<file path="config.mk">
export PLATFORM = sky130hd
export DESIGN_NAME = emulador_hcsr04
export DESIGN_NICKNAME = d
export VERILOG_FILES = /design/src/rtl/emulador_hcsr04_pkg.sv /design/src/rtl/contador_m.sv /design/src/rtl/emulador_hcsr04_fd.sv /design/src/rtl/emulador_hcsr04_uc.sv /design/src/rtl/emulador_hcsr04.sv
export SDC_FILE = /design/constraint.sdc
export NUM_CORES = 1
export LEC_CHECK = 0
export ABC_AREA = 0
export BUFFER_PORTS_ARGS = -buffer_cell sky130_fd_sc_hd__buf_2
export CORE_ASPECT_RATIO = 0.75
export CORE_MARGIN = 3
export CORE_UTILIZATION = 53
export DETAILED_ROUTE_END_ITERATION = 8
export PLACE_DENSITY = 0.79
export SYNTH_ARGS = -nofsm -noshare
export SYNTH_HDL_FRONTEND = slang
export SYNTH_SLANG_ARGS = --single-unit
</file>
<file path="constraint.sdc">
create_clock -name clock -period 3.01 [get_ports clock]
set_input_delay 0.301 -clock clock [delete_from_list [all_inputs] [get_ports clock]]
set_output_delay 0.301 -clock clock [all_outputs]
set_load 0.005 [all_outputs]
</file>
<file path="src/rtl/emulador_hcsr04_pkg.sv">
// +--------------------------------------------------------------------------+
// | emulador_hcsr04_pkg                                                      |
// | State encoding and default timing constants for the HC-SR04 emulator.    |
// | Revision: 1.0                                                            |
// +--------------------------------------------------------------------------+
`default_nettype none

package emulador_hcsr04_pkg;

   typedef enum logic [3:0] {
      inicial            = 4'd0,
      espera_trigger     = 4'd1,
      mede_trigger       = 4'd2,
      espera_fim_trigger = 4'd3,
      atraso             = 4'd4,
      eco                = 4'd5,
      fim_eco            = 4'd6,
      pausa              = 4'd7
   } estado_t;

   // Defaults assume a 50 MHz clock.
   localparam int c_clk_per_cm = 2941;
   localparam int c_trig_min   = 500;
   localparam int c_echo_delay = 25000;
   localparam int c_holdoff    = 50000;
   localparam int c_max_cm     = 400;
   localparam int c_timeout_cm = 660;
   localparam int c_dist_w     = 10;

   function automatic int max2(input int a, input int b);
      return (a > b) ? a : b;
   endfunction

endpackage

`default_nettype wire

</file>
<file path="src/rtl/contador_m.sv">
// +--------------------------------------------------------------------------+
// | contador_m                                                               |
// | Generic modulo-M up counter with async and sync clear.                   |
// | Revision: 1.0                                                            |
// +--------------------------------------------------------------------------+
`default_nettype none

module contador_m #(
   parameter int M = 100,
   parameter int N = $clog2(M)
) (
   input  logic         clock,
   input  logic         zera_as,
   input  logic         zera_s,
   input  logic         conta,
   output logic [N-1:0] q
);

   logic [N-1:0] r_q;

   always_ff @(posedge clock or posedge zera_as) begin
      if (zera_as) begin
         r_q <= '0;
      end else if (zera_s) begin
         r_q <= '0;
      end else if (conta) begin
         if (r_q == N'(M - 1)) begin
            r_q <= '0;
         end else begin
            r_q <= r_q + N'(1);
         end
      end
   end

   assign q = r_q;

endmodule

`default_nettype wire

</file>
<file path="src/rtl/emulador_hcsr04_fd.sv">
// +--------------------------------------------------------------------------+
// | emulador_hcsr04_fd                                                       |
// | Datapath: cycle counter, cm counter, latched distance and target select. |
// | Revision: 1.0                                                            |
// +--------------------------------------------------------------------------+
`default_nettype none

module emulador_hcsr04_fd
   import emulador_hcsr04_pkg::*;
#(
   parameter int CLK_PER_CM = c_clk_per_cm,
   parameter int TRIG_MIN   = c_trig_min,
   parameter int ECHO_DELAY = c_echo_delay,
   parameter int HOLDOFF    = c_holdoff,
   parameter int MAX_CM     = c_max_cm,
   parameter int TIMEOUT_CM = c_timeout_cm,
   parameter int DIST_W     = c_dist_w
) (
   input  logic              clock,
   input  logic              reset,
   input  logic [DIST_W-1:0] distancia,
   input  logic              zera_ciclo,
   input  logic              conta_ciclo,
   input  logic              zera_cm,
   input  logic              conta_cm,
   input  logic              carrega_dist,
   output logic              trig_ok,
   output logic              atraso_fim,
   output logic              cm_wrap,
   output logic              eco_fim,
   output logic              pausa_fim
);

   localparam int c_ciclo_max = max2(max2(CLK_PER_CM, TRIG_MIN), max2(ECHO_DELAY, HOLDOFF));
   localparam int c_ciclo_w   = $clog2(c_ciclo_max);
   localparam int c_cm_max    = max2(MAX_CM, TIMEOUT_CM);
   localparam int c_cm_w      = $clog2(c_cm_max + 1);
   localparam logic [DIST_W-1:0] c_max_dist = DIST_W'(MAX_CM);

   logic [c_ciclo_w-1:0] w_ciclo;
   logic [c_cm_w-1:0]    w_cm;
   logic [c_cm_w-1:0]    w_alvo;
   logic [DIST_W-1:0]    r_dist;
   logic                 w_em_faixa;

   contador_m #(
      .M (c_ciclo_max),
      .N (c_ciclo_w)
   ) u_ciclo (
      .clock   (clock),
      .zera_as (reset),
      .zera_s  (zera_ciclo),
      .conta   (conta_ciclo),
      .q       (w_ciclo)
   );

   contador_m #(
      .M (c_cm_max + 1),
      .N (c_cm_w)
   ) u_cm (
      .clock   (clock),
      .zera_as (reset),
      .zera_s  (zera_cm),
      .conta   (conta_cm),
      .q       (w_cm)
   );

   always_ff @(posedge clock or posedge reset) begin
      if (reset) begin
         r_dist <= '0;
      end else if (carrega_dist) begin
         r_dist <= distancia;
      end
   end

   // Zero and anything above the range both report as no echo received.
   assign w_em_faixa = (r_dist != '0) && (r_dist <= c_max_dist);
   assign w_alvo     = w_em_faixa ? c_cm_w'(r_dist) : c_cm_w'(TIMEOUT_CM);

   // The validating edge is itself the TRIG_MIN-th high sample: the first
   // high sample is taken in espera_trigger, before this counter runs.
   assign trig_ok    = (w_ciclo == c_ciclo_w'(TRIG_MIN - 2));
   assign atraso_fim = (w_ciclo == c_ciclo_w'(ECHO_DELAY - 1));
   assign cm_wrap    = (w_ciclo == c_ciclo_w'(CLK_PER_CM - 1));
   assign pausa_fim  = (w_ciclo == c_ciclo_w'(HOLDOFF - 1));
   assign eco_fim    = cm_wrap && (w_cm == (w_alvo - c_cm_w'(1)));

endmodule

`default_nettype wire

</file>
<file path="src/rtl/emulador_hcsr04_uc.sv">
// +--------------------------------------------------------------------------+
// | emulador_hcsr04_uc                                                       |
// | Control FSM for the emulator, with registered Moore outputs.             |
// | Revision: 1.0                                                            |
// +--------------------------------------------------------------------------+
`default_nettype none

module emulador_hcsr04_uc
   import emulador_hcsr04_pkg::*;
(
   input  logic       clock,
   input  logic       reset,
   input  logic       trigger,
   input  logic       trig_ok,
   input  logic       atraso_fim,
   input  logic       cm_wrap,
   input  logic       eco_fim,
   input  logic       pausa_fim,
   output logic       zera_ciclo,
   output logic       conta_ciclo,
   output logic       zera_cm,
   output logic       conta_cm,
   output logic       carrega_dist,
   output logic       echo,
   output logic       ocupado,
   output logic       pronto,
   output logic [3:0] db_estado
);

   estado_t r_estado;
   estado_t w_prox;
   logic    r_echo;
   logic    r_ocupado;
   logic    r_pronto;

   always_comb begin
      w_prox       = r_estado;
      zera_ciclo   = 1'b0;
      conta_ciclo  = 1'b0;
      zera_cm      = 1'b0;
      conta_cm     = 1'b0;
      carrega_dist = 1'b0;
      case (r_estado)
         inicial: begin
            zera_ciclo = 1'b1;
            zera_cm    = 1'b1;
            w_prox     = espera_trigger;
         end
         espera_trigger: begin
            zera_ciclo = 1'b1;
            if (trigger) w_prox = mede_trigger;
         end
         mede_trigger: begin
            if (!trigger) begin
               w_prox = espera_trigger;
            end else if (trig_ok) begin
               carrega_dist = 1'b1;
               w_prox       = espera_fim_trigger;
            end else begin
               conta_ciclo = 1'b1;
            end
         end
         espera_fim_trigger: begin
            zera_ciclo = 1'b1;
            if (!trigger) w_prox = atraso;
         end
         atraso: begin
            if (atraso_fim) begin
               zera_ciclo = 1'b1;
               zera_cm    = 1'b1;
               w_prox     = eco;
            end else begin
               conta_ciclo = 1'b1;
            end
         end
         eco: begin
            // Cycle counter restarts every cm; the last wrap ends the echo.
            if (cm_wrap) begin
               zera_ciclo = 1'b1;
               conta_cm   = 1'b1;
               if (eco_fim) w_prox = fim_eco;
            end else begin
               conta_ciclo = 1'b1;
            end
         end
         fim_eco: begin
            zera_ciclo = 1'b1;
            w_prox     = pausa;
         end
         pausa: begin
            if (pausa_fim) begin
               zera_ciclo = 1'b1;
               w_prox     = espera_trigger;
            end else begin
               conta_ciclo = 1'b1;
            end
         end
         default: w_prox = inicial;
      endcase
   end

   // Outputs are decoded from the next state so they line up with r_estado.
   always_ff @(posedge clock or posedge reset) begin
      if (reset) begin
         r_estado  <= inicial;
         r_echo    <= 1'b0;
         r_ocupado <= 1'b0;
         r_pronto  <= 1'b0;
      end else begin
         r_estado  <= w_prox;
         r_echo    <= (w_prox == eco);
         r_ocupado <= (w_prox inside {espera_fim_trigger, atraso, eco, fim_eco, pausa});
         r_pronto  <= (w_prox == fim_eco);
      end
   end

   assign echo      = r_echo;
   assign ocupado   = r_ocupado;
   assign pronto    = r_pronto;
   assign db_estado = r_estado;

endmodule

`default_nettype wire

</file>
<file path="src/rtl/emulador_hcsr04.sv">
// +--------------------------------------------------------------------------+
// | emulador_hcsr04                                                          |
// | HC-SR04 responder: trigger in, echo pulse proportional to distance out.  |
// | Revision: 1.0                                                            |
// +--------------------------------------------------------------------------+
`default_nettype none

module emulador_hcsr04
   import emulador_hcsr04_pkg::*;
#(
   parameter int CLK_PER_CM = c_clk_per_cm,
   parameter int TRIG_MIN   = c_trig_min,
   parameter int ECHO_DELAY = c_echo_delay,
   parameter int HOLDOFF    = c_holdoff,
   parameter int MAX_CM     = c_max_cm,
   parameter int TIMEOUT_CM = c_timeout_cm,
   parameter int DIST_W     = c_dist_w
) (
   input  logic              clock,
   input  logic              reset,
   input  logic              trigger,
   input  logic [DIST_W-1:0] distancia,
   output logic              echo,
   output logic              ocupado,
   output logic              pronto,
   output logic [3:0]        db_estado
);

   logic w_zera_ciclo;
   logic w_conta_ciclo;
   logic w_zera_cm;
   logic w_conta_cm;
   logic w_carrega_dist;
   logic w_trig_ok;
   logic w_atraso_fim;
   logic w_cm_wrap;
   logic w_eco_fim;
   logic w_pausa_fim;

   emulador_hcsr04_uc u_uc (
      .clock        (clock),
      .reset        (reset),
      .trigger      (trigger),
      .trig_ok      (w_trig_ok),
      .atraso_fim   (w_atraso_fim),
      .cm_wrap      (w_cm_wrap),
      .eco_fim      (w_eco_fim),
      .pausa_fim    (w_pausa_fim),
      .zera_ciclo   (w_zera_ciclo),
      .conta_ciclo  (w_conta_ciclo),
      .zera_cm      (w_zera_cm),
      .conta_cm     (w_conta_cm),
      .carrega_dist (w_carrega_dist),
      .echo         (echo),
      .ocupado      (ocupado),
      .pronto       (pronto),
      .db_estado    (db_estado)
   );

   emulador_hcsr04_fd #(
      .CLK_PER_CM (CLK_PER_CM),
      .TRIG_MIN   (TRIG_MIN),
      .ECHO_DELAY (ECHO_DELAY),
      .HOLDOFF    (HOLDOFF),
      .MAX_CM     (MAX_CM),
      .TIMEOUT_CM (TIMEOUT_CM),
      .DIST_W     (DIST_W)
   ) u_fd (
      .clock        (clock),
      .reset        (reset),
      .distancia    (distancia),
      .zera_ciclo   (w_zera_ciclo),
      .conta_ciclo  (w_conta_ciclo),
      .zera_cm      (w_zera_cm),
      .conta_cm     (w_conta_cm),
      .carrega_dist (w_carrega_dist),
      .trig_ok      (w_trig_ok),
      .atraso_fim   (w_atraso_fim),
      .cm_wrap      (w_cm_wrap),
      .eco_fim      (w_eco_fim),
      .pausa_fim    (w_pausa_fim)
   );

endmodule

`default_nettype wire

</file>
After elaboration in Yosys (flattened, before gate mapping)
Index checks and enable logic that the tools add are counted.
{"block": "totals", "register_bits": 43, "input_bits": 13, "out_inout_bits": 7}
{"block": "classes", "n_addsub": 3, "eq_ne": 18, "n_reduce_logical": 8, "n_lt_le_gt_ge": 1, "n_mux": 31}
{"op": "$mux 16", "n": 3}
{"op": "$mux 10", "n": 4}
{"op": "$eq 4x3->1 const B", "n": 8}
{"op": "$mux 4", "n": 8}
{"op": "$pmux 4 s8", "n": 1}
{"op": "$add 16x1->16 const B", "n": 1}
{"op": "$eq 16x12->1 const B", "n": 1}
{"op": "$eq 16x15->1 const B", "n": 1}
{"op": "$eq 16x16->1 const B", "n": 1}
{"op": "$eq 16x9->1 const B", "n": 1}
{"op": "$eq 4x2->1 const B", "n": 3}
{"op": "$mux 1", "n": 12}
{"op": "$add 10x1->10 const B", "n": 1}
{"op": "$eq 10x10->1", "n": 1}
{"op": "$eq 10x10->1 const B", "n": 1}
{"op": "$le 10x9->1 const B", "n": 1}
{"op": "$reduce_bool 10->1", "n": 1}
{"op": "$sub 10x1->10 const B", "n": 1}
{"op": "$pmux 1 s4", "n": 2}
{"op": "$reduce_bool 5->1", "n": 1}
{"op": "$eq 4x1->1 const B", "n": 1}
{"op": "$logic_not 4->1", "n": 1}
{"op": "$reduce_bool 2->1", "n": 2}
{"op": "$reduce_or 4->1", "n": 1}
{"op": "other kinds (2)", "n": 3}

Longest topological paths before layout
Gate-level depths: netlist of run 1.
{"block": "depth", "depth_word": 11, "mapped_depth": 14, "mapped_depth_nobuf": 12}

Hierarchy
A second synthesis of run 1 with hierarchy kept.
{"block": "hier_totals", "cells_unflattened": 313, "area_unflattened_um2": 2862.7}
{"module": "emulador_hcsr04_fd", "cells_per_inst": 111, "n_inst": 1, "area_each_um2": 973.4}
{"module": "contador_m at u_fd.u_ciclo", "cells_per_inst": 91, "n_inst": 1, "area_each_um2": 862.1}
{"module": "contador_m at u_fd.u_cm", "cells_per_inst": 61, "n_inst": 1, "area_each_um2": 589.3}
{"module": "emulador_hcsr04_uc", "cells_per_inst": 50, "n_inst": 1, "area_each_um2": 437.9}

Least setup slack after synthesis of run 1
OpenSTA, ideal clock, no wires.
{"block": "synth_timing", "path_kind": "flip-flop to flip-flop", "from": "reg u_fd.r_dist[0]", "to": "reg u_uc.r_estado[1] (netlist: u_uc.db_estado[1])", "n_path_buf": 2, "setup_ps": 124, "slack_ps": -137, "path_stages_with_launch": 15, "synth_period_minus_slack_ps": 3147, "t_required_ps": 2886, "arrival_time_ps": 3023, "path_cell_list": "dfrtp_1 clkbuf_1 nor4_1 nand3_1 a22o_1 nand2_1 ha_1 clkbuf_1 nor3b_2 xnor2_1 o21ai_1 and4_1 nor3_1 nor4_1 or2_1"}
{"block": "synth_via", "elab_chain_len": 9, "word_cells_on_any_way": 10, "cone_classes": "add/sub (1); order compare (1); eq/ne (1); mux (4); reduce/logical (3)"}
{"item": "start, declared", "line": "emulador_hcsr04_fd.sv:43", "rtl": "logic [DIST_W-1:0] r_dist;"}
{"item": "start signal, assigned", "line": "emulador_hcsr04_fd.sv:72", "rtl": "r_dist <= distancia;"}
{"item": "$le 10x9->1 / $reduce_bool 10->1 (equally long branches)", "line": "emulador_hcsr04_fd.sv:77", "rtl": "assign w_em_faixa = (r_dist != '0) && (r_dist <= c_max_dist);"}
{"item": "$logic_and 1x1->1", "line": "emulador_hcsr04_fd.sv:77"}
{"item": "$mux 10 *", "line": "emulador_hcsr04_fd.sv:78", "rtl": "assign w_alvo = w_em_faixa ? c_cm_w'(r_dist) : c_cm_w'(TIMEOUT_CM);"}
{"item": "$sub 10x1->10 *", "line": "emulador_hcsr04_fd.sv:86", "rtl": "assign eco_fim = cm_wrap && (w_cm == (w_alvo - c_cm_w'(1)));"}
{"item": "$eq 10x10->1 *", "line": "emulador_hcsr04_fd.sv:86"}
{"item": "$logic_and 1x1->1 *", "line": "emulador_hcsr04_fd.sv:86"}
{"item": "$mux 4 *", "line": "emulador_hcsr04_uc.sv:81", "rtl": "if (eco_fim) w_prox = fim_eco;"}
{"item": "$mux 4 *", "line": "emulador_hcsr04_uc.sv:78", "rtl": "if (cm_wrap) begin"}
{"item": "$pmux 4 s8 *", "line": "emulador_hcsr04_uc.sv:43", "rtl": "case (r_estado)"}
{"item": "named net u_uc.w_prox[1]", "line": "emulador_hcsr04_uc.sv:31", "rtl": "estado_t w_prox;"}
{"item": "end signal, assigned", "line": "emulador_hcsr04_uc.sv:105", "rtl": "r_estado <= inicial;"}
{"item": "end signal, assigned", "line": "emulador_hcsr04_uc.sv:110", "rtl": "r_estado <= w_prox;"}
{"item": "end, declared", "line": "emulador_hcsr04_uc.sv:30", "rtl": "estado_t r_estado;"}
The timed path passes the listed nets; every way through them passes the cells marked *.
A chain may end at the register's enable or synchronous reset.

Final worst setup path of run 1
{"block": "layout_timing", "from": "reg u_fd.r_dist[5]", "to": "reg u_uc.r_echo (netlist: u_uc.echo)"}
{"block": "layout_via", "elab_chain_len": 10, "word_cells_on_any_way": 11, "cone_classes": "add/sub (1); order compare (1); eq/ne (2); mux (4); reduce/logical (3)"}
{"item": "$le 10x9->1 / $reduce_bool 10->1 (equally long branches)", "line": "emulador_hcsr04_fd.sv:77"}
{"item": "$logic_and 1x1->1", "line": "emulador_hcsr04_fd.sv:77"}
{"item": "$mux 10 *", "line": "emulador_hcsr04_fd.sv:78"}
{"item": "$sub 10x1->10 *", "line": "emulador_hcsr04_fd.sv:86"}
{"item": "$eq 10x10->1 *", "line": "emulador_hcsr04_fd.sv:86"}
{"item": "$logic_and 1x1->1 *", "line": "emulador_hcsr04_fd.sv:86"}
{"item": "$mux 4 *", "line": "emulador_hcsr04_uc.sv:81"}
{"item": "$mux 4 *", "line": "emulador_hcsr04_uc.sv:78"}
{"item": "$pmux 4 s8 *", "line": "emulador_hcsr04_uc.sv:43"}
{"item": "$eq 4x3->1 *", "line": "emulador_hcsr04_uc.sv:111", "rtl": "r_echo <= (w_prox == eco);"}
{"item": "end signal, assigned", "line": "emulador_hcsr04_uc.sv:111"}
{"item": "end, declared", "line": "emulador_hcsr04_uc.sv:32", "rtl": "logic r_echo;"}
Every way passes the cells marked *; elsewhere a longest branch is shown, timed or not.

==> metrics, run 1 <==
Max stage delay on crit path=0.42 ns; Final nets=404; CTS Buffer Depth=2; Worst path slowest cell=dfrtp_1; DRT Pass-1 Iters=5; Setup Skew=0.00831 ns; Starting Density=0.556; Syn Nets=376; Post-synth ARST share=1.00; Seq/Total Area, Yosys=0.357; mux cell area share after synthesis=0.0507; drt drc=0; Main synth FF type=dfrtp_1; cell mode on critical path=or3_4; GRT Util Overall=0.246; Die Width=93.0 um; Final Hold Violating Endpoints=0; core area=0.00541 mm^2; TNS Setup=0 ns; Max Freq=339 MHz; starting DRC count in detailed routing=400; Final Setup Violations=0; pin count of the biggest net entering global routing=35; routed vias/inst=6.36; post-synthesis compound-gate area fraction=0.183; I/O Buffers=19; crit-path cells=or3_4 > a31oi_4 > a22o_1 > nand2_2 > ha_4 > nor3b_4 > or3_4 > a311oi_4 > nor3_4 > o31ai_2 > nand2b_1; Final period util=0.980; slew margin rel.=0.385; post-synthesis simple-gate area fraction=0.303; antenna violations before repair=0; DR WL/cell=17.3 um; Crit path max-delay family=simple AND/OR/NAND/NOR gates; Lkg Pwr=1.56 nW; Cell variety after synth=57; ant diodes=0; Pwr Density=375 mW/mm^2; unrepaired setup endpoints after global routing=yes; Post-Synthesis Cells=357; Root Buffer=clkbuf_8; Cell Area, Synth=0.00301 mm^2; cell area after layout=0.00351 mm^2; maxcap violations=0; first-pass GRT wire length=13100 um; worst path bufs/invs=0; measured slew at the worst slew-check pin=0.915 ns; FP Rows=23; Worst-Skew Late Latency=0.30 ns; Pwr Total=1.32 mW; CTS HTree Levels=2; Placement Cell Area=0.00326 mm^2; grt total ovfl=0; hpwl dp=5650 um; fin. max-slew vios=0; Num CTS Buffers=5; crit end category=flip-flop; TritonCTS clock tree=built; WS Path Type=flip-flop to flip-flop; global placement routability congestion=0.947; Worst Setup Start Kind=flip-flop; yosys warns=0; clock sink count=43; share of cells above drive strength 1=0.187; WL final=7970 um; Die Y=71.3 um; crit path max fanout=7; Hold Path Class=input pin to flip-flop; routed vias=2933; Arr. time, crit path=3.13 ns; largest family of logic cells by synthesized area=simple AND/OR/NAND/NOR gates; Adder-Cell Fraction of Synth Area=0.0249; top-level I/O count=20; Post-synth EDFFs=0; vias in the first global route=2663; area delta synth->final=16.7%; Die Footprint=0.00663 mm^2; Max VDD drop=250 uV; DRT antenna net count=0; run status=finished clean; # fillers=483; Req. time, crit path=3.19 ns; minimum clock period=2.95 ns; Avg Synthesized Cell Area=8.43 um^2; Yosys reg bits=43; Reg clk slew, reported paths=0.09 ns; XOR/XNOR Fraction of Synth Area=0.0320
==> path summary, 6_finish.rpt <==
check                                from                end  slack [ns]  depth (start not counted)
hold reg to reg            u_fd.r_dist[5]     u_fd.r_dist[5]        0.58                          1
setup / recovery           u_fd.r_dist[5]          u_uc.echo        0.06                         11
min in group asynchronous           reset       u_uc.ocupado        0.45                          3
max in group asynchronous           reset  u_fd.u_ciclo.q[0]        1.83                          4
hold / removal               distancia[9]     u_fd.r_dist[9]        0.21                          2
setup reg to reg           u_fd.r_dist[5]          u_uc.echo        0.06                         11
==> flip-flops by register name, summed over array words and instances (netlist names) <==
| signal | cells |
|---|---|
| u_uc.echo | 1 |
| u_fd.u_ciclo.q | 16 |
| u_fd.u_cm.q | 10 |
| u_uc.db_estado | 4 |
| u_uc.pronto | 1 |
| u_fd.r_dist | 10 |
| u_uc.ocupado | 1 |
==> cells in the final DEF, fill, tap and decap left out, types with 6 or more instances in the layout <==
| master | instances |
|---|---|
| o21ai_1 | 14 |
| nand2b_1 | 10 |
| buf_4 | 22 |
| mux2_1 | 9 |
| a21oi_1 | 19 |
| dfrtp_1 | 43 |
| xnor2_1 | 6 |
| nor3_1 | 15 |
| or4_1 | 8 |
| o21ai_0 | 18 |
| nand2_1 | 20 |
| o31ai_1 | 9 |
| nand3_1 | 18 |
| nand4_1 | 7 |
| inv_1 | 11 |
| nor2_1 | 27 |
| buf_2 | 19 |
| and3_1 | 9 |
==> report_power, final <==
| group | switching, mW | internal [mW] |
|---|---|---|
| clock | 0.208 | 0.247 |
| combinational | 0.120 | 0.0827 |
| sequential | 0.0557 | 0.603 |
| total | 0.384 | 0.932 |
==> cell usage after synthesis, types with 3 or more instances <==
cell / number / share of area
a21oi_1: 19 / 0.032
a311oi_1: 3 / 0.0087
a31oi_1: 4 / 0.0083
and2_1: 4 / 0.0083
and3_1: 9 / 0.019
and4_1: 3 / 0.0087
clkbuf_1: 19 / 0.024
dfrtp_1: 43 / 0.36
ha_1: 6 / 0.025
inv_1: 12 / 0.015
mux2_1: 9 / 0.034
mux2i_1: 4 / 0.013
nand2_1: 22 / 0.027
nand2b_1: 10 / 0.021
nand3_1: 18 / 0.030
nand3b_1: 3 / 0.0075
nand4_1: 7 / 0.015
nor2_1: 27 / 0.034
nor2b_1: 5 / 0.010
nor3_1: 16 / 0.027
nor4_1: 5 / 0.010
nor4b_1: 3 / 0.0087
o211ai_1: 4 / 0.010
o21ai_0: 19 / 0.032
o21ai_1: 13 / 0.022
o22ai_1: 3 / 0.0062
o31ai_1: 10 / 0.025
or3_1: 6 / 0.012
or4_1: 8 / 0.020
xnor2_1: 6 / 0.017
xor2_1: 5 / 0.015
==> area by class of cell <==
class                   count  area [um^2]  share of cell area
flip-flops and latches     43         1080               0.306
well taps                  75         93.8              0.0267
clock buffers               5         68.8              0.0196
clock inverters             3         43.8              0.0125
multi-input cells         281         1920               0.545
inverters                  12         45.0              0.0128
repair buffers             42          270              0.0769
==> timing repair <==
item,in CTS,in global routing
hold buffers,1,0
buffers inserted,0,4
hold endpoints to repair,9,0
resized for setup,0,16
endpoints found under the setup margin,3,4
gates cloned,1,0
pin swaps,0,9
==> per-stage QoR <==
step                utilization  hold slack (ns)  worst slack (ns)  instances
CTS                       0.627            0.203            0.0172        457
detailed placement        0.602            0.230          -0.00762        447
global placement          0.602            0.227             0.173        447
global route              0.649            0.204           -0.0747        461
floorplan                     -            0.433           0.00185        357
finish                    0.649            0.209            0.0589        461
==> per-layer routing <==
metal	vias up	wire [um]	track usage
met5	-	0	0
li1	1375	-	-
met3	13	643	0.0483
met1	1408	3830	0.392
met2	137	3410	0.336
met4	0	82	0.0683
==> logic make-up (layout without fill, tap and decap cells) <==
| kind of cell | after synthesis | count (layout) |
|---|---|---|
| simple gates | 160 | 161 |
| compound gates | 88 | 88 |
| flops | 43 | 43 |
| buf+inv | 34 | 62 |
| mux | 14 | 14 |
| xor+xnor | 11 | 11 |
| fa+ha+maj | 6 | 6 |
| other cells | 1 | 1 |
(Power assumes the default switching activity.)
==> inputs of run 2 (changes only) <==
PLACE_DENSITY = 0.71   (was 0.79)
REMOVE_ABC_BUFFERS = 1   (was unset)
clock period = 3.65 ns   (was 3.01 ns; I/O delays follow)
==> run 2 against run 1 <==
Effect of this change:
- worst hold slack worse by 0.030 ns
- critical path depth increased by 1
- largest cell class unchanged
- non-clock buffer count shrank 19
- critical path type unchanged
- first-iteration DRC count fell by 47%
- critical endpoint is now u_uc.db_estado[1]
==> metrics, run 2 (same netlist as run 1, synthesis figures left out) <==
run status=finished clean; routed wl met2=2820 um; crit path max fanout=13; unrepaired setup endpoints after global routing=no; drt drc=0; TNS Setup=0 ns; Final Setup Violations=0; Metal-1 WL=3910 um; final hold slack=0.179 ns; TritonCTS clock tree=built; routed vias/inst=6.22; slew margin rel.=0.429; Worst Setup Start Kind=flip-flop; FP Rows=23; most common cell after layout, fill and taps aside=dfrtp_1; grt total ovfl=0; number of flip-flops in the largest register=16; Root Buffer=clkbuf_8; share of cells above drive strength 1=0.117; Arr. time, crit path=3.45 ns; Num CTS Buffers=5; Pint=781 uW; WL final=7300 um; Die Y=71.3 um; Final nets=384; global placement routability congestion=0.925; core area=0.00541 mm^2; Lkg Pwr=1.44 nW; Hold Path Class=input pin to asynchronous set/reset pin; Starting Density=0.556; antenna violations before repair=0; fin. max-slew vios=0; Max VDD drop=216 uV; WS Path Type=flip-flop to flip-flop; minimum clock period=3.25 ns; CTS Buffer Depth=2; area delta synth->final=8.35%; Die Width=93.0 um; ant diodes=0; most frequent cells in the layout=43 x dfrtp_1, 27 x nor2_1, 22 x nand2_1; Die Footprint=0.00663 mm^2; CTS HTree Levels=2; maxcap violations=0; starting DRC count in detailed routing=214; clock sink count=43; top-level I/O count=20; measured slew at the worst slew-check pin=0.857 ns; wire length on met3=482 um; vias in the first global route=2516; Req. time, crit path=3.85 ns; Combinational Power Share=0.146; GRT Util Overall=0.240; Setup Skew=0.00724 ns; Pwr Density=336 mW/mm^2; Final period util=0.891; crit end category=flip-flop; first-pass GRT wire length=12800 um; Seq pwr share=0.496; switch share=0.286; Worst-Skew Late Latency=0.30 ns; DRT Pass-1 Iters=4; DRT antenna net count=0; Max Freq=308 MHz; clock group share of total power=0.359; I/O Buffers=19; pin count of the biggest net entering global routing=44; uppermost layer routed=met4; postcts setup bufs=0; Reg clk slew, reported paths=0.09 ns; Final Hold Violating Endpoints=0; routed vias=2741; NetSw=314 uW; hpwl dp=5380 um; DR WL/cell=16.6 um
## run 2: cell count changes in the layout (fill, tap and decap cells not counted), sizes merged
cell,delta
clkinv,-1
dlygate4sd3,-1
buf,-18
clkbuf,+1
nor3b,-1
## run 2: final timing paths
path                                     start           endpoint  slack (ns)  depth (start not counted)
worst max-delay path            u_fd.r_dist[5]  u_uc.db_estado[1]        0.40                         12
worst min-delay path                     reset     u_fd.r_dist[3]        0.18                          3
worst max register to register  u_fd.r_dist[5]  u_uc.db_estado[1]        0.40                         12
worst min register to register  u_fd.r_dist[9]     u_fd.r_dist[9]        0.53                          1
max in group asynchronous                reset          u_uc.echo        3.10                          3
min in group clock                distancia[3]     u_fd.r_dist[3]        0.27                          2
## run 2: routing by layer
| metal | global-route usage | vias up |
|---|---|---|
| li1 | - | 1334 |
| met1 | 0.393 | 1303 |
| met2 | 0.316 | 97 |
| met3 | 0.0483 | 7 |
| met4 | 0.0650 | 0 |
| met5 | 0 | - |
## run 2: cell type report
cell class,count,area (um^2)
multi-input combinational,280,1800
fill,520,2150
inverter,12,45.0
sequential,43,1080
clock inverter,2,35.0
tap,75,93.8
timing repair buffer,23,125
clock buffer,6,82.6
## run 2: what timing repair did
action / CTS / global route
setup endpoints to repair: 0 / 4
hold buffers: 0 / 0
gates resized for setup: 0 / 3
## run 2: metrics by stage
stage	power, mW	instances	area [um^2]	utilization	setup WS (ns)
after global placement	0.706	433	3130	0.579	0.395
final	1.09	441	3260	0.603	0.398
after global routing	1.16	441	3260	0.603	0.0129
after CTS	1.10	441	3250	0.600	0.208
after floorplan	0.652	335	2910	-	0.660
after detailed placement	0.710	433	3130	0.579	0.224
## run 2: power groups by stage
stage | sequential, mW | combinational (mW) | clock, mW
final | 0.543 | 0.160 | 0.393
after global routing | 0.549 | 0.188 | 0.425
after CTS | 0.542 | 0.159 | 0.402
after detailed placement | 0.552 | 0.158 | 0
after global placement | 0.551 | 0.155 | 0
after floorplan | 0.538 | 0.113 | 0
## run 2: critical path, cell delays in order, from the launching register on
cell and delay, ns:
dfrtp_1 0.51, or3_1 0.42, a31oi_1 0.21, a22o_2 0.25, nand2_1 0.08, ha_1 0.30, xor2_1 0.20, o22ai_1 0.10
a221o_1 0.35, and4_1 0.19, nor3_1 0.24, nor4_1 0.10, or2_1 0.21
